===== src/rtl/mem_lsq_buffer.sv =====
// In-order load/store buffer between issue and the memory unit; snoops the CDB and dispatches head.
// Optional LSQ_PERF_CNT_EN adds saturating stall/full cycle counters.
module mem_lsq_buffer #(
  parameter int unsigned DEPTH = 4,
  parameter int unsigned TAGW  = 4
) (
  input  logic                     clk,
  input  logic                     rst,
  input  logic                     issue_valid,
  input  logic                     issue_op,
  input  logic [TAGW-1:0]          issue_base_tag,
  input  logic [31:0]              issue_base_val,
  input  logic [TAGW-1:0]          issue_data_tag,
  input  logic [31:0]              issue_data_val,
  input  logic [31:0]              issue_offset,
  input  logic [TAGW-1:0]          issue_label,
  output logic                     buf_full,
  input  logic                     cdb_valid,
  input  logic [TAGW-1:0]          cdb_label,
  input  logic [31:0]              cdb_data,
  output logic                     mem_wen,
  output logic [31:0]              mem_base,
  output logic [31:0]              mem_offset,
  output logic                     mem_op,
  output logic [31:0]              mem_write_data,
  output logic [TAGW-1:0]          mem_label,
  input  logic                     mem_available,
`ifdef LSQ_PERF_CNT_EN
  output logic [15:0]              stall_cycles,
  output logic [15:0]              full_cycles,
`endif
  output logic [$clog2(DEPTH):0]   count
);

  localparam int unsigned PtrW = $clog2(DEPTH);
  localparam int unsigned CntW = PtrW + 1;

  logic [PtrW-1:0] head_q, tail_q;
  logic [CntW-1:0] count_q;

  logic [DEPTH-1:0] ent_valid;
  logic [DEPTH-1:0] ent_op;
  logic [TAGW-1:0]  ent_base_tag [DEPTH];
  logic [31:0]      ent_base_val [DEPTH];
  logic [TAGW-1:0]  ent_data_tag [DEPTH];
  logic [31:0]      ent_data_val [DEPTH];
  logic [31:0]      ent_offset   [DEPTH];
  logic [TAGW-1:0]  ent_label    [DEPTH];

  logic            head_ready;
  logic            do_issue;
  logic            do_dispatch;
  logic            byp_base, byp_data;
  logic [TAGW-1:0] new_base_tag, new_data_tag;
  logic [31:0]     new_base_val, new_data_val;

  always_comb begin
    buf_full   = (count_q == CntW'(DEPTH));
    head_ready = ent_valid[head_q] && (ent_base_tag[head_q] == '0) &&
                 (ent_op[head_q] || (ent_data_tag[head_q] == '0));
    mem_wen    = (count_q != '0) && head_ready;

    mem_base       = '0;
    mem_offset     = '0;
    mem_op         = 1'b0;
    mem_write_data = '0;
    mem_label      = '0;
    if (mem_wen) begin
      mem_base       = ent_base_val[head_q];
      mem_offset     = ent_offset[head_q];
      mem_op         = ent_op[head_q];
      mem_write_data = ent_data_val[head_q];
      mem_label      = ent_label[head_q];
    end

    do_issue    = issue_valid && !buf_full;
    do_dispatch = mem_wen && mem_available;

    // A producer broadcasting in the issue cycle would otherwise be missed forever.
    byp_base     = cdb_valid && (issue_base_tag != '0) && (cdb_label == issue_base_tag);
    byp_data     = cdb_valid && (issue_data_tag != '0) && (cdb_label == issue_data_tag);
    new_base_tag = byp_base ? '0 : issue_base_tag;
    new_base_val = byp_base ? cdb_data : issue_base_val;
    new_data_tag = byp_data ? '0 : issue_data_tag;
    new_data_val = byp_data ? cdb_data : issue_data_val;
  end

  always_ff @(posedge clk) begin
    if (rst) begin
      head_q    <= '0;
      tail_q    <= '0;
      count_q   <= '0;
      ent_valid <= '0;
    end else begin
      for (int unsigned i = 0; i < DEPTH; i++) begin
        if (ent_valid[i] && cdb_valid) begin
          if ((ent_base_tag[i] != '0) && (ent_base_tag[i] == cdb_label)) begin
            ent_base_tag[i] <= '0;
            ent_base_val[i] <= cdb_data;
          end
          if ((ent_data_tag[i] != '0) && (ent_data_tag[i] == cdb_label)) begin
            ent_data_tag[i] <= '0;
            ent_data_val[i] <= cdb_data;
          end
        end
      end

      if (do_dispatch) begin
        ent_valid[head_q] <= 1'b0;
        head_q            <= head_q + PtrW'(1);
      end

      // Tail slot is never valid when not full, so this cannot collide with the snoop above.
      if (do_issue) begin
        ent_valid[tail_q]    <= 1'b1;
        ent_op[tail_q]       <= issue_op;
        ent_base_tag[tail_q] <= new_base_tag;
        ent_base_val[tail_q] <= new_base_val;
        ent_data_tag[tail_q] <= new_data_tag;
        ent_data_val[tail_q] <= new_data_val;
        ent_offset[tail_q]   <= issue_offset;
        ent_label[tail_q]    <= issue_label;
        tail_q               <= tail_q + PtrW'(1);
      end

      unique case ({do_issue, do_dispatch})
        2'b10:   count_q <= count_q + CntW'(1);
        2'b01:   count_q <= count_q - CntW'(1);
        default: count_q <= count_q;
      endcase
    end
  end

  assign count = count_q;

`ifdef LSQ_PERF_CNT_EN
  logic [15:0] stall_q, full_q;

  always_ff @(posedge clk) begin
    if (rst) begin
      stall_q <= '0;
      full_q  <= '0;
    end else begin
      if ((count_q != '0) && !do_dispatch && (stall_q != 16'hFFFF)) begin
        stall_q <= stall_q + 16'd1;
      end
      if (buf_full && (full_q != 16'hFFFF)) begin
        full_q <= full_q + 16'd1;
      end
    end
  end

  assign stall_cycles = stall_q;
  assign full_cycles  = full_q;
`endif

endmodule


===== config.mk =====
export PLATFORM = sky130hd
export DESIGN_NAME = mem_lsq_buffer
export DESIGN_NICKNAME = d
export VERILOG_FILES = /design/src/rtl/mem_lsq_buffer.sv
export SDC_FILE = /design/constraint.sdc
export NUM_CORES = 1
export LEC_CHECK = 0
export CORE_ASPECT_RATIO = 1.2
export CORE_MARGIN = 2
export CORE_UTILIZATION = 30
export CTS_BUF_LIST = sky130_fd_sc_hd__clkbuf_8
export DETAILED_ROUTE_END_ITERATION = 6
export DONT_BUFFER_PORTS = 1
export SYNTH_ARGS = -nofsm -noshare
export SYNTH_HDL_FRONTEND = slang
export SYNTH_SLANG_ARGS = --single-unit

===== constraint.sdc =====
create_clock -name clk -period 12.7 [get_ports clk]
set_clock_uncertainty 0.05 [all_clocks]
set_input_delay 0 -clock clk [delete_from_list [all_inputs] [get_ports clk]]
set_output_delay 0 -clock clk [all_outputs]
set_load 0.005 [all_outputs]

==> impl_metrics.tcl <==
set metrics [dict create \
    status "complete, no violations" \
    clockBufferDepth 3 \
    grt_usage_pct 16.20 \
    synth_area_leaders "edfxtp_1 (63%), mux2_2 (12%), mux4_2 (11%)" \
    clkTransAtPathRegs_ns 0.06 \
    placed_cells 2050 \
    p_leak_uw 0.008385 \
    maxSlewHeadroom_pct 34.36 \
    r2r_end "count[2]" \
    finalHoldViolCount 0 \
    grt_pass1_wl_um 85170 \
    cp_slowest_cell "dfxtp_4" \
    drive_gt1_share_pct 31.62 \
    synth_enable_flop_cells 436 \
    start_util_pct 30.38 \
    postRouteAntennaNets 0 \
    drc 0 \
    hold_path_end "ent_data_tag[2][0]" \
    die_y_um 292.4 \
    antenna_found_initial 4 \
    end_kind "flip-flop" \
    rsz0062_at_grt "no" \
    place_area_sq_um 21940 \
    timing.setup.critical_path_class "flip-flop to flip-flop" \
    hold_start "cdb_label[0]" \
    p_int_uw 2429 \
    grt_pass1_vias 13170 \
    synth_area_sq_um 20790 \
    hold_class "input port to flip-flop" \
    yosysTopAreaCell "edfxtp_1" \
    multi_input_area_sq_um 7188 \
    crit_buf_inv 2 \
    setup_viol 0 \
    fin_nets 1610 \
    finalCriticalPeriod_ns 3.955 \
    htree_levels 3 \
    wire_per_inst_um 23.76 \
    viasPerCell 4.877 \
    seq_area_sq_um 13360 \
    synthTopCellsByCount "edfxtp_1 (436), mux2_2 (224), mux4_2 (103)" \
    fp.dieW_um 244.3 \
    fin_area_sq_um 25620 \
    synth_top_area_share_pct 62.97 \
    hpwl_um 32300 \
    cts_setup_buffers 0 \
    final_util_pct 37.43 \
    ff2ff_path_depth 10 \
    path_cells "mux4_2 > o311ai_1 > a211oi_4 > ha_1 > inv_1 > fa_1 > xor2_1 > or3_1 > a21oi_1 > dlygate4sd3_1" \
    maxCapViolations 0 \
    numPortBuffers 0 \
    cts-root-buf "clkbuf_8" \
    routed_wl_um 57350 \
    grt_max_degree 84 \
    synth_cell_types 40 \
    avgSynthCellArea_sq_um 17.61 \
    p_switching_uw 737.9 \
    ir_worst_vdd_uv 85.01 \
    worstPathArrival_ns 4.49 \
    fill_cells 6395 \
    cellPowerDensity_nw_per_um2 123.6 \
    pwr-share-clk_pct 38.4 \
    sw_frac_of_total_pct 23.30 \
    finalCritPeriodShare_pct 31.14 \
    comb_power_share_pct 8.2 \
    final-max-slew-violation-count 0 \
    synth-seq-area-share_pct 64.22 \
    synth-seq-cells 449 \
    die-area_sq_um 71440 \
    first_pass_iters 4 \
    syn_nets 1341 \
    clk_latency_ns 0.64 \
    worst_pin_slew_ns 0.9846 \
    via_count 11770 \
    fmax_mhz 252.8 \
    grt-ovfl-total 0 \
    cpPeakStageDelay_ns 0.89 \
    design.core.area_sq_um 68450 \
    layout.cells.non_filler 2414 \
    cts.sinks 449 \
    post-synth-top-count-cell "edfxtp_1" \
    drt_iter0_drc 617 \
    place_congestion 0.7187 \
    yosysWarningCount 0 \
    cts_tree "yes" \
    holdWs_ns 0.1275 \
    cts_buffers 77 \
    cp-start-kind "flip-flop" \
    cpLargestDelayFamily "flip-flops" \
    cp_num_cells 10 \
    layout-area-overhead-vs-synth_pct 23.20 \
    io_pins 256 \
    cts_resized 0 \
    synth-main-ff-cell "edfxtp_1" \
    critPathRequiredTime_ns 13.24 \
    power_frac_seq_pct 53.4 \
    holdPathStages 3 \
    regToRegSetupSlack_ns 8.74 \
    syn_inst 1181 \
    path_max_fanout 50 \
    num_rows 105 \
    async_flop_share_pct 0 \
    setup-tns-final_ns 0 \
]
==> cells in the final DEF (no fill, tap or decap), types with 2 or more instances in the layout <==
cell type,instances
a21oi_1,14
a31oi_1,6
and2_1,100
and3_1,2
buf_4,23
bufinv_16,2
clkbuf_8,79
clkinv_1,18
clkinv_2,4
clkinvlp_4,4
dfxtp_1,11
dfxtp_4,2
diode_2,3
dlygate4sd3_1,230
edfxtp_1,436
ha_1,9
inv_1,35
inv_2,4
inv_6,2
mux2_1,34
mux2_2,224
mux2i_1,2
mux4_2,103
nand2_1,13
nand2_2,12
nand2b_1,3
nor2_1,43
nor3_1,11
nor3b_1,3
nor4_1,6
o21ai_4,8
or3_1,4
or4_1,8
xnor2_1,3
xor2_1,30
==> registers in the layout, summed over array words and instances, names as in the netlist, named ones only <==
name / count
ent_label: 16
ent_data_tag: 16
ent_base_val: 128
tail_q: 2
ent_op: 4
count: 3
ent_valid: 4
ent_base_tag: 16
head_q: 2
ent_offset: 128
ent_data_val: 128
==> routing by layer <==
metal	GRT usage (%)	share of wire (%)
met5	0	0.040
met4	5.666	2.3
met3	4.132	6.0
met2	29.29	53
met1	18.42	39
==> cells by family after synthesis <==
group	after synthesis	synth area share, %
adders and majority gates	10	0.6379
DFF	449	64.22
buffers and inverters	81	1.745
and+or+nand+nor	211	5.789
AOI/OAI and AO/OA	34	0.9929
muxes	363	25.23
xor gates and xnor gates	33	1.390
==> worst max-delay path by stage <==
stage / to
4_1_cts: count[2]
3_5_place_dp: count[2]
2_1_floorplan: ent_base_tag[2][0]
5_1_grt: count[2]
6_report: count[2]
3_3_place_gp: count[2]
==> repair_timing <==
action                                  in CTS  in global routing
endpoints found under the setup margin       0                  0
hold buffers                               230                  0
endpoints found under the hold margin      449                  0
==> worst register-to-register path: cells and delay by family, from the launching register on <==
kind | cells | cell delay (ns)
flip-flops | 1 | 0.89
AO/OA/AOI/OAI | 3 | 0.86
adder cells (fa/ha/maj) | 2 | 0.65
buffers and inverters | 2 | 0.62
multiplexers | 1 | 0.38
AND/OR/NAND/NOR | 1 | 0.31
XOR/XNOR | 1 | 0.16
==> power groups by stage <==
stage	Clock (uW)	Combinational [uW]	Sequential (uW)
CTS	1270	262	1690
finish	1220	259	1690
detailed placement	0	177	1720
floorplan	0	129	1720
global placement	0	173	1720
global route	1330	281	1700
==> per-stage QoR <==
stage / power [uW] / worst slack [ns]
global placement: 1895 / 9.242
CTS: 3223 / 8.687
detailed placement: 1902 / 9.258
finish: 3167 / 8.745
floorplan: 1851 / 8.537
global route: 3303 / 8.496
==> layout make-up <==
class	instances	area share [%]
clock buffer	79	4.244
tap	909	4.440
clock inverter	52	1.084
timing repair buffer	254	9.739
inverter	17	0.2491
antenna	3	0.02931
multi-input combinational	651	28.06
sequential	449	52.15
Power figures use the tool's default switching activity.
